File: src/rtl/keypad_scanner.sv
// 4x4 matrix keypad scanner: one-cold column drive, 2-flop row synchroniser, tick-based press/release debounce.
// Optional auto-repeat while a key is held is enabled by defining KEYPAD_REPEAT_EN.
module keypad_scanner #(
  parameter int CLK_DIV        = 49999,
  parameter int DEBOUNCE_TICKS = 20,
  parameter int REPEAT_DELAY   = 500,
  parameter int REPEAT_RATE    = 100
) (
  input  logic       clk,
  input  logic       rst_n,
  input  logic [3:0] row,
  output logic [3:0] col,
  output logic [3:0] key_code,
  output logic       key_valid,
  output logic       key_held
);

  localparam int MAX_AB = (CLK_DIV > DEBOUNCE_TICKS) ? CLK_DIV : DEBOUNCE_TICKS;
  localparam int MAX_CD = (REPEAT_DELAY > REPEAT_RATE) ? REPEAT_DELAY : REPEAT_RATE;
  localparam int MAXP   = (MAX_AB > MAX_CD) ? MAX_AB : MAX_CD;
  localparam int CW     = $clog2(MAXP) + 1;

  localparam logic [CW-1:0] DIV_LAST = CW'(CLK_DIV);
  localparam logic [CW-1:0] DEB_LAST = CW'(DEBOUNCE_TICKS);
  localparam logic [CW-1:0] CNT_ONE  = CW'(1);
`ifdef KEYPAD_REPEAT_EN
  // Reloading to DELAY-RATE lets one terminal compare serve both the first and later repeats.
  localparam logic [CW-1:0] REP_LAST   = CW'(REPEAT_DELAY - 1);
  localparam logic [CW-1:0] REP_RELOAD = CW'(REPEAT_DELAY - REPEAT_RATE);
`endif

  typedef enum logic [1:0] {SCAN, PRESS_DEB, HELD, REL_DEB} state_t;
  state_t state;

  logic [3:0]    row_s1, row_s2;
  logic [CW-1:0] div_cnt;
  logic [CW-1:0] deb_cnt;
  logic          tick;
  logic [1:0]    col_idx, col_nidx, cap_row, low_idx;
  logic          any_low, cap_high;
`ifdef KEYPAD_REPEAT_EN
  logic [CW-1:0] rep_cnt;
`endif

  function automatic logic [3:0] col_drive(input logic [1:0] idx);
    return ~(4'b0001 << idx);
  endfunction

  always_ff @(posedge clk or negedge rst_n) begin
    if (!rst_n) begin
      row_s1 <= 4'hF;
      row_s2 <= 4'hF;
    end else begin
      row_s1 <= row;
      row_s2 <= row_s1;
    end
  end

  assign tick = (div_cnt == DIV_LAST);

  always_ff @(posedge clk or negedge rst_n) begin
    if (!rst_n) div_cnt <= '0;
    else        div_cnt <= tick ? '0 : div_cnt + CNT_ONE;
  end

  // Lowest-index low row wins when several keys share the driven column.
  always_comb begin
    low_idx = 2'd0;
    any_low = 1'b0;
    for (int r = 3; r >= 0; r--) begin
      if (!row_s2[r]) begin
        low_idx = 2'(r);
        any_low = 1'b1;
      end
    end
  end

  assign cap_high = row_s2[cap_row];
  assign col_nidx = col_idx + 2'd1;

  // key_valid is a one-clk strobe with no back-pressure; key_code is stable
  // while key_valid is high and holds until the next accepted press.
  always_ff @(posedge clk or negedge rst_n) begin
    if (!rst_n) begin
      state     <= SCAN;
      col_idx   <= 2'd0;
      col       <= 4'b1110;
      cap_row   <= 2'd0;
      deb_cnt   <= '0;
      key_code  <= 4'd0;
      key_valid <= 1'b0;
      key_held  <= 1'b0;
`ifdef KEYPAD_REPEAT_EN
      rep_cnt   <= '0;
`endif
    end else begin
      key_valid <= 1'b0;
      if (tick) begin
        unique case (state)
          SCAN: begin
            if (any_low) begin
              cap_row <= low_idx;
              deb_cnt <= CNT_ONE;
              state   <= PRESS_DEB;
            end else begin
              col_idx <= col_nidx;
              col     <= col_drive(col_nidx);
            end
          end
          PRESS_DEB: begin
            if (!cap_high) begin
              if (deb_cnt == DEB_LAST) begin
                key_code  <= {cap_row, col_idx};
                key_valid <= 1'b1;
                key_held  <= 1'b1;
                state     <= HELD;
`ifdef KEYPAD_REPEAT_EN
                rep_cnt   <= '0;
`endif
              end else begin
                deb_cnt <= deb_cnt + CNT_ONE;
              end
            end else begin
              state   <= SCAN;
              col_idx <= col_nidx;
              col     <= col_drive(col_nidx);
            end
          end
          HELD: begin
            if (cap_high) begin
              deb_cnt <= CNT_ONE;
              state   <= REL_DEB;
`ifdef KEYPAD_REPEAT_EN
              rep_cnt <= '0;
            end else if (rep_cnt == REP_LAST) begin
              key_valid <= 1'b1;
              rep_cnt   <= REP_RELOAD;
            end else begin
              rep_cnt <= rep_cnt + CNT_ONE;
`endif
            end
          end
          REL_DEB: begin
`ifdef KEYPAD_REPEAT_EN
            rep_cnt <= '0;
`endif
            if (cap_high) begin
              if (deb_cnt == DEB_LAST) begin
                key_held <= 1'b0;
                state    <= SCAN;
                col_idx  <= col_nidx;
                col      <= col_drive(col_nidx);
              end else begin
                deb_cnt <= deb_cnt + CNT_ONE;
              end
            end else begin
              state <= HELD;
            end
          end
        endcase
      end
    end
  end

endmodule

File: config.mk
export PLATFORM = sky130hd
export DESIGN_NAME = keypad_scanner
export DESIGN_NICKNAME = d
export VERILOG_FILES = /design/src/rtl/keypad_scanner.sv
export SDC_FILE = /design/constraint.sdc
export NUM_CORES = 1
export LEC_CHECK = 0
export CAP_MARGIN = 20
export CORE_ASPECT_RATIO = 1.5
export CORE_MARGIN = 5
export CORE_UTILIZATION = 45
export DETAILED_ROUTE_END_ITERATION = 7
export GPL_TIMING_DRIVEN = 1
export MAX_ROUTING_LAYER = met4
export PLACE_DENSITY_LB_ADDON = 0.25
export SYNTH_ARGS = -nofsm -noshare
export SYNTH_HDL_FRONTEND = slang
export SYNTH_SLANG_ARGS = --single-unit
export TNS_END_PERCENT = 1
File: constraint.sdc
create_clock -name clk -period 3 [get_ports clk]
set_input_delay 0.6 -clock clk [delete_from_list [all_inputs] [get_ports clk]]
set_output_delay 0.6 -clock clk [all_outputs]
set_load 0.02 [all_outputs]
==> impl_metrics.toml, run 1 <==
[routing]
vias = 2199
viasPerCell = 5.73
drc_errors = 0
wire_per_inst_um = 15.0
dr.pass1.iters = 4
antenna_left = 0
wl_um = 5750
drt-initial-drc-count = 145

[finish]
nets = 316
diodes = 0
drive_above_1_share_pct = 14.9
final_common_cell = "dfrtp_1"
area_delta_synth_final_pct = 15.0
final_cell_mix = "47 x dfrtp_1, 23 x nand3_1, 20 x nor2_1, 16 x nand2_1, 14 x clkdlybuf4s50_1"

[sta]
finalHoldViolations = 0
fmax_mhz = 393
setup_violations = 0
tightest_slew_ns = 0.689
slew_viol_final = 0
fin_skew_ns = 0.00673
period_minus_slack_ns = 2.54
timing.hold.ws_ns = 0.167
fin_setup_tns_ns = 0
slew_headroom_pct = 53.7
final.period_utilization_pct = 84.8
setup_ws_ns = 0.457
rsz0062_at_grt = "no"

[global_route]
antenna_found_initial = 0
grt.overflow.total = 0
first_global_vias = 2272
groute.usage.overall_pct = 15.5
grt_max_degree = 30
grt_pass1_wl_um = 10200

[hold_path]
worstHoldPathType = "in -> async"

[critical_path]
slowest_stage = "or4_4"
cp.required_ns = 3.22
end_kind = "register"
reg2regPathDepth = 7
r2r_end = "key_code[2]$_DFFE_PN0P_"
start_kind = "register"
crit_type = "reg -> reg"
worst-path-max-fanout = 13
r2r_slack_ns = 0.46
reg2reg_from = "deb_cnt[0]$_DFFE_PN0P_"
critPathMaxStageDelay_ns = 0.56
cp_data_arrival_time_ns = 2.77
critical_path.cell_chain = "inv_1 -> ha_1 -> or4b_1 -> or4_4 -> nor2_4 -> nand3_4 -> mux2_4"

[floorplan]
die_x_um = 76.2
coreArea_um2 = 6440
start_util_pct = 45.9
io_pins = 16
dieArea_um2 = 8330
rows = 36
fp.dieH_um = 109

[pwr]
power_density_nw_per_um2 = 482
power_leakage_nw = 1.45
irDropWorstVdd_v = 0.000359

[yosys]
synth_top_area_cell = "dfrtp_1"
netlist_instances = 285
ys_ff_latch = 58
syn_area_um2 = 2960
synth.avg_cell_area_um2 = 10.4
synthArstFlopShare_pct = 100
ys_seq_area_share_pct = 49.5
ys.flop_type = "dfrtp_1"
synth_top_area_share_pct = 39.8
synth_fp_nets = 298
synth_area_leaders = "dfrtp_1 40%, dfstp_2 9.8%, nand3_1 3.9%"
yosysUniqueCellTypes = 46
synth_enable_flop_cells = 0
ys.warnings.count = 0

[clock_tree]
cts_tree = "built"
cts_root_buffer = "clkbuf_8"
cts_buffers = 9
cts_resized = 0
cts_max_path_buffers = 2
insertion_delay_ns = 0.34
post-cts-setup-buffers = 0
htree_levels = 3
cts.sinks = 58
postCtsHoldBufs = 0
clk_pin_slew_ns = 0.07

[run]
maxCapViolCount = 0

[status]
status = "finished, final reports clean"

[placed_design]
dp_worst_setup_slack_ns = 0.446
dpl.hpwl_um = 4140
gp_congestion = 0.830
portBuffers = 15
cell type report:
| class | count | area [um2] |
|---|---|---|
| fillers | 558 | 3040 |
| flip-flops and latches | 58 | 1470 |
| multi-input cells | 201 | 1380 |
| repair buffers | 20 | 183 |
| clock buffers | 9 | 124 |
| clock inverters | 7 | 103 |
| well taps | 76 | 95.1 |
| inverters | 13 | 48.8 |
flip-flops by register name (all words and copies together) (netlist names), 2 cells and up, named ones only:
name      flops
key_code      4
cap_row       2
div_cnt      17
row_s1        4
col           4
deb_cnt      17
col_idx       2
row_s2        4
cells in the mapped netlist (2+ instances only):
cell type  instances
a21oi_1            6
a31oi_1            3
and2_1             3
and3_1             7
buf_2              3
clkbuf_1           9
dfrtp_1           47
dfstp_2           11
ha_1               7
inv_1             13
mux2_2             2
mux2_4             4
mux2i_1           10
nand2_1           16
nand2b_1           3
nand3_1           23
nand4_1           12
nor2_1            20
nor3_1             6
nor4_1             5
o211ai_1           7
o21ai_0           12
o21bai_1           2
o31ai_1            4
or3_1              7
or4_1              9
xnor2_1            7
xor2_1             9
worst max-delay path by stage:
stage	startpoint	to	slack, ns	cells past startpoint
floorplan	deb_cnt[0]$_DFFE_PN0P_	key_code[0]$_DFFE_PN0P_	0.61	8
global placement	deb_cnt[0]$_DFFE_PN0P_	key_code[1]$_DFFE_PN0P_	0.50	7
detailed placement	deb_cnt[0]$_DFFE_PN0P_	key_code[2]$_DFFE_PN0P_	0.45	7
CTS	deb_cnt[0]$_DFFE_PN0P_	key_code[2]$_DFFE_PN0P_	0.44	7
global route	div_cnt[0]$_DFF_PN0_	deb_cnt[6]$_DFFE_PN0P_	0.25	7
finish	deb_cnt[0]$_DFFE_PN0P_	key_code[2]$_DFFE_PN0P_	0.46	7
power breakdown:
group | internal, mW | total [mW] | switching, mW
Clock | 0.474 | 0.813 | 0.339
Combinational | 0.0106 | 0.0324 | 0.0218
Sequential | 0.792 | 0.794 | 0.00269
through the flow:
stage | power, mW | cells | utilization (%) | cell area, um2
2_1_floorplan | 0.817 | 285 | - | 2960
3_3_place_gp | 0.842 | 368 | 49.3 | 3180
3_5_place_dp | 0.843 | 368 | 49.3 | 3180
4_1_cts | 1.66 | 384 | 52.8 | 3400
5_1_grt | 1.70 | 384 | 52.8 | 3400
6_report | 1.64 | 384 | 52.8 | 3400
critical path, delay by kind of cell (launching register included):
family	cells	cell delay (ns)
buffers and inverters	1	0.08
adder cells (fa/ha/maj)	1	0.14
AND/OR/NAND/NOR	4	1.46
multiplexers	1	0.33
flip-flops	1	0.44
layer usage:
metal / routed length (um) / vias to the layer above / global-route usage (%)
met1: 2370 / 1069 / 16.2
met3: 215 / 16 / 3.85
met2: 3010 / 44 / 27.1
met5: 0 / - / -
met4: 154 / 0 / 8.13
li1: - / 1070 / -
logic make-up (layout without fill, tap and decap cells):
family | after synthesis | after routing | synth area share [%]
and+or+nand+nor | 122 | 122 | 23.3
AOI/OAI and AO/OA | 38 | 38 | 8.33
buffers and inverters | 26 | 49 | 3.68
DFF | 58 | 58 | 49.5
muxes | 17 | 17 | 6.94
adders and majority gates | 7 | 7 | 2.96
xor gates and xnor gates | 17 | 17 | 5.29
No activity file was read; power rests on OpenSTA's default activity.
==> run 2, diff against run 1 <==
==> constraint.sdc (replaced) <==
create_clock -name clk -period 2.1 [get_ports clk]
set_input_delay 0.42 -clock clk [delete_from_list [all_inputs] [get_ports clk]]
set_output_delay 0.42 -clock clk [all_outputs]
set_load 0.02 [all_outputs]
==> run 2 against run 1 <==
The flow now finishes with violations (setup timing); routed wire length is 18% higher; global-route usage grew 2.8 points; clock power increased by 25%; worst setup slack got worse by 0.70 ns; fmax grew 8.6%; sequential power is 42% higher; total power increased by 35%; highest routed layer unchanged.
==> impl_metrics.toml, run 2 (synthesized netlist as in run 1, its figures left out) <==
[sta]
finalHoldViolations = 0
timing.hold.ws_ns = 0.0359
fin_skew_ns = 0.00651
fmax_mhz = 427
period_minus_slack_ns = 2.34
rsz0062_at_grt = "yes"
setup_ws_ns = -0.242
final.period_utilization_pct = 112
slew_headroom_pct = 66.8
slew_viol_final = 0
setup_violations = 27
tightest_slew_ns = 0.498

[clock_tree]
cts_buffers = 9
cts.sinks = 58
cts_tree = "built"
clk_pin_slew_ns = 0.07
cts_max_path_buffers = 2
cts_root_buffer = "clkbuf_8"
insertion_delay_ns = 0.35
htree_levels = 3

[finish]
reg_top3 = "deb_cnt: 17 flops, div_cnt: 17 flops"
drive_above_1_share_pct = 33.9
finalInstanceArea_um2 = 3980
nets = 383
diodes = 0
final_cells = 451
area_delta_synth_final_pct = 34.4
final_cell_mix = "68 x buf_4, 47 x dfrtp_1, 23 x nand3_1, 19 x nor2_1, 16 x nand2_1"
final_common_cell = "buf_4"

[pwr]
swShare_pct = 23.1
power_switching_mw = 0.513
irDropWorstVdd_v = 0.000539
p_seq_share_pct = 51.2
power_leakage_nw = 1.79
p_clk_share_pct = 45.9
internal_power_mw = 1.70
power_mw = 2.22
power_density_nw_per_um2 = 558
power_frac_comb_pct = 3.0

[routing]
antenna_left = 0
drc_errors = 0
viasPerCell = 5.56
vias = 2508
wl_um = 6820
drt-initial-drc-count = 143
dr.pass1.iters = 4
wire_per_inst_um = 15.1

[critical_path]
start_kind = "register"
reg2reg_from = "deb_cnt[1]$_DFFE_PN0P_"
timing.critical_path.buf_inv = 3
r2r_slack_ns = -0.24
slowest_stage = "or4b_4"
end_kind = "register"
crit_type = "reg -> reg"
critical_path.cell_chain = "inv_2 -> ha_1 -> or4b_4 -> or4_4 -> nor2_4 -> buf_4 -> buf_4 -> o21ai_0 -> o211ai_1"
critPathMaxStageDelay_ns = 0.48
cp_data_arrival_time_ns = 2.59
crit_top_cell = "buf_4"
path_delay_family = "simple AND/OR/NAND/NOR gates"
crit_start = "deb_cnt[1]$_DFFE_PN0P_"
cp.required_ns = 2.35
worst-path-max-fanout = 7

[placed_design]
gp_congestion = 0.862
post-place-cells = 430
dpl_cell_area_um2 = 3670
portBuffers = 15
dpl.hpwl_um = 4840
dp_worst_setup_slack_ns = -0.325

[status]
violations = "setup timing"
status = "finished with violations"

[floorplan]
start_util_pct = 45.9
dieArea_um2 = 8330
io_pins = 16
coreArea_um2 = 6440
fp.dieH_um = 109
die_x_um = 76.2
rows = 36

[run]
maxCapViolCount = 0

[global_route]
first_global_vias = 2592
antenna_found_initial = 0
grt_max_degree = 40
grt_pass1_wl_um = 11800
groute.usage.overall_pct = 18.3
grt.overflow.total = 0

[hold_path]
worstHoldPathType = "in -> async"
## run 2: cell count changes in the layout (fill, tap and decap cells not counted), sizes merged
cell,change
clkinv,+2
buf,+67
bufinv,-1
inv,-1
## run 2: power groups by stage
stage	logic (mW)	registers (mW)	clock network [mW]
2_1_floorplan	0.0118	1.15	0
3_3_place_gp	0.0662	1.15	0
3_5_place_dp	0.0674	1.15	0
4_1_cts	0.0678	1.13	1.05
5_1_grt	0.0735	1.13	1.10
6_report	0.0661	1.13	1.02
## run 2: routing by layer
metal | global-route usage (%) | vias up | routed length, um
li1 | - | 1203 | -
met1 | 18.9 | 1236 | 2680
met2 | 30.9 | 48 | 3640
met3 | 4.51 | 21 | 226
met4 | 12.1 | 0 | 274
met5 | - | - | 0
## run 2: final cells by class
| type | count | area (um2) |
|---|---|---|
| fillers | 544 | 2460 |
| flip-flops and latches | 58 | 1470 |
| multi-input cells | 201 | 1450 |
| repair buffers | 87 | 722 |
| clock buffers | 9 | 124 |
| well taps | 76 | 95.1 |
| clock inverters | 7 | 70.1 |
| inverters | 13 | 48.8 |
## run 2: stage by stage
step	setup TNS (ns)	util (%)
after floorplan	-2.87	-
after global placement	-4.79	57.0
after detailed placement	-6.11	57.0
after CTS	-5.25	61.0
after global routing	-6.94	61.7
final	-3.87	61.7
## run 2: worst paths after layout
path / endpoint / cells after the start
worst max-delay path: deb_cnt[7]$_DFFE_PN0P_ / 9
worst min-delay path: deb_cnt[8]$_DFFE_PN0P_ / 1
worst max register to register: deb_cnt[7]$_DFFE_PN0P_ / 9
worst min register to register: row_s2[2]$_DFF_PN1_ / 0
max in group asynchronous: row_s2[0]$_DFF_PN1_ / 2
min in group clk: row_s2[2]$_DFF_PN1_ / 0
## run 2: repair_timing
item	CTS	global route
gates resized for setup	8	9
hold buffers	0	0
pin swaps	4	4
setup endpoints to repair	29	31
buffers inserted	3	2
==> run 3, diff against run 2 <==
--- a/config.mk
+++ b/config.mk
@@ -12,7 +12,7 @@
 export DETAILED_ROUTE_END_ITERATION = 7
 export GPL_TIMING_DRIVEN = 1
 export MAX_ROUTING_LAYER = met4
-export PLACE_DENSITY_LB_ADDON = 0.25
+export PLACE_DENSITY = 0.65
 export SYNTH_ARGS = -nofsm -noshare
 export SYNTH_HDL_FRONTEND = slang
 export SYNTH_SLANG_ARGS = --single-unit
==> run 3 against run 2 <==
The run still ends with setup timing left; sequential cell count is the same; register-to-register slack gained 0.03 ns; via count shrank 4.2%; clock skew grew 0.0071 ns; combinational power shrank 4.4%; worst hold slack gained 0.025 ns; non-clock buffer count shrank 2; largest power group unchanged; highest routed layer unchanged.
==> impl_metrics.toml, run 3 (synthesized netlist as in run 1, its figures left out) <==
[status]
status = "finished with violations"
violations = "setup timing"

[finish]
drive_above_1_share_pct = 32.2
multi_input_area_um2 = 1440
diodes = 0
final_cell_mix = "66 x buf_4, 47 x dfrtp_1, 23 x nand3_1, 19 x nor2_1, 16 x nand2_1"
area_delta_synth_final_pct = 32.6
final_common_cell = "buf_4"
final_cells = 449
fillCellCount = 531
reg_top3 = "deb_cnt: 17 flops, div_cnt: 17 flops"
regArea_um2 = 1470
nets = 381

[critical_path]
cp.required_ns = 2.32
start_kind = "register"
r2r_slack_ns = -0.21
end_kind = "register"
worst-path-max-fanout = 5
crit_type = "reg -> reg"
cp_data_arrival_time_ns = 2.54
reg2reg_from = "deb_cnt[1]$_DFFE_PN0P_"
crit_start = "deb_cnt[1]$_DFFE_PN0P_"
slowest_stage = "or4b_4"
critical_path.cell_chain = "inv_1 -> ha_1 -> or4b_4 -> or4_4 -> nor2_4 -> nand3_4 -> mux2_4"
reg2regPathDepth = 7
critPathMaxStageDelay_ns = 0.49
r2r_end = "key_code[1]$_DFFE_PN0P_"

[floorplan]
coreArea_um2 = 6440
io_pins = 16
dieArea_um2 = 8330
die_x_um = 76.2
start_util_pct = 45.9
rows = 36
fp.dieH_um = 109

[clock_tree]
htree_levels = 3
insertion_delay_ns = 0.35
cts_max_path_buffers = 2
cts_tree = "built"
cts.sinks = 58
cts_buffers = 9
cts_root_buffer = "clkbuf_8"
clk_pin_slew_ns = 0.07

[routing]
drt-initial-drc-count = 139
wire_per_inst_um = 14.2
antenna_left = 0
drc_errors = 0
wl_um = 6400
vias = 2403
dr.pass1.iters = 4
viasPerCell = 5.35

[sta]
setup_ws_ns = -0.214
rsz0062_at_grt = "yes"
setup_violations = 25
slew_headroom_pct = 70.6
finalHoldViolations = 0
fin_skew_ns = 0.0137
fin_setup_tns_ns = -3.41
final.period_utilization_pct = 110
timing.hold.ws_ns = 0.0608
tightest_slew_ns = 0.436
slew_viol_final = 0
period_minus_slack_ns = 2.31
fmax_mhz = 432

[placed_design]
dpl.hpwl_um = 4630
gp_congestion = 0.827
post-place-cells = 431
dp_worst_setup_slack_ns = -0.262
portBuffers = 15

[global_route]
first_global_vias = 2501
groute.usage.overall_pct = 17.5
antenna_found_initial = 0
grt_pass1_wl_um = 11400
grt.overflow.total = 0
grt_max_degree = 59

[hold_path]
worstHoldPathType = "in -> async"

[pwr]
irDropWorstVdd_v = 0.000456
power_density_nw_per_um2 = 536
power_mw = 2.10
power_leakage_nw = 1.76

[run]
maxCapViolCount = 0
-- run 3: cell types whose count changed in the layout (fill, tap and decap cells not counted), moves of 2 or more --
cell      delta
a21oi_1      +3
a21oi_2      -3
buf_4        -2
clkinv_4     -2
-- run 3: final cells by class --
class | instances | area share (%)
Inverter | 13 | 1.24
Multi-Input combinational cell | 201 | 36.7
Sequential cell | 58 | 37.4
Tap cell | 76 | 2.43
Clock buffer | 11 | 3.61
Clock inverter | 5 | 0.766
Timing Repair Buffer | 85 | 17.9
-- run 3: routing by layer --
metal  part of all wire, %  global-route usage (%)
met5                     0                       -
met4                   2.5                    7.75
met3                   2.4                    3.77
met2                    54                    30.4
met1                    42                    19.4
-- run 3: power breakdown --
group / internal, mW / switching (mW) / total, mW / leakage [nW]
clock: 0.453 / 0.452 / 0.906 / 0.0851
combinational: 0.0278 / 0.0354 / 0.0632 / 0.920
sequential: 1.13 / 0.00312 / 1.13 / 0.758
total: 1.61 / 0.491 / 2.10 / 1.76
-- run 3: what timing repair did --
item,4_1_cts,5_1_grt
hold buffers,0,0
gates cloned,0,0
setup endpoints to repair,27,28
pin swaps,1,2
resized for setup,6,7
buffers inserted,2,0
-- run 3: worst max-delay path: cells and delay by family, from the launching register on --
kind                       cells  cell delay [ns]
adders and majority gates      1             0.15
buffers and inverters          1             0.08
DFF                            1             0.38
muxes                          1             0.32
and+or+nand+nor                4             1.27
-- run 3: worst max path at each step --
stage	to	slack, ns	cells past startpoint
global route	key_code[2]$_DFFE_PN0P_	-0.29	7
global placement	deb_cnt[11]$_DFFE_PN0P_	-0.21	6
floorplan	key_code[0]$_DFFE_PN0P_	-0.21	8
CTS	key_code[0]$_DFFE_PN0P_	-0.22	7
detailed placement	deb_cnt[15]$_DFFE_PN0P_	-0.26	6
finish	key_code[1]$_DFFE_PN0P_	-0.21	7
-- run 3: per-stage QoR --
step | area, um2 | util (%)
after floorplan | 2970 | -
after global placement | 3680 | 57.1
after detailed placement | 3680 | 57.1
after CTS | 3900 | 60.5
after global routing | 3920 | 60.9
final | 3920 | 60.9
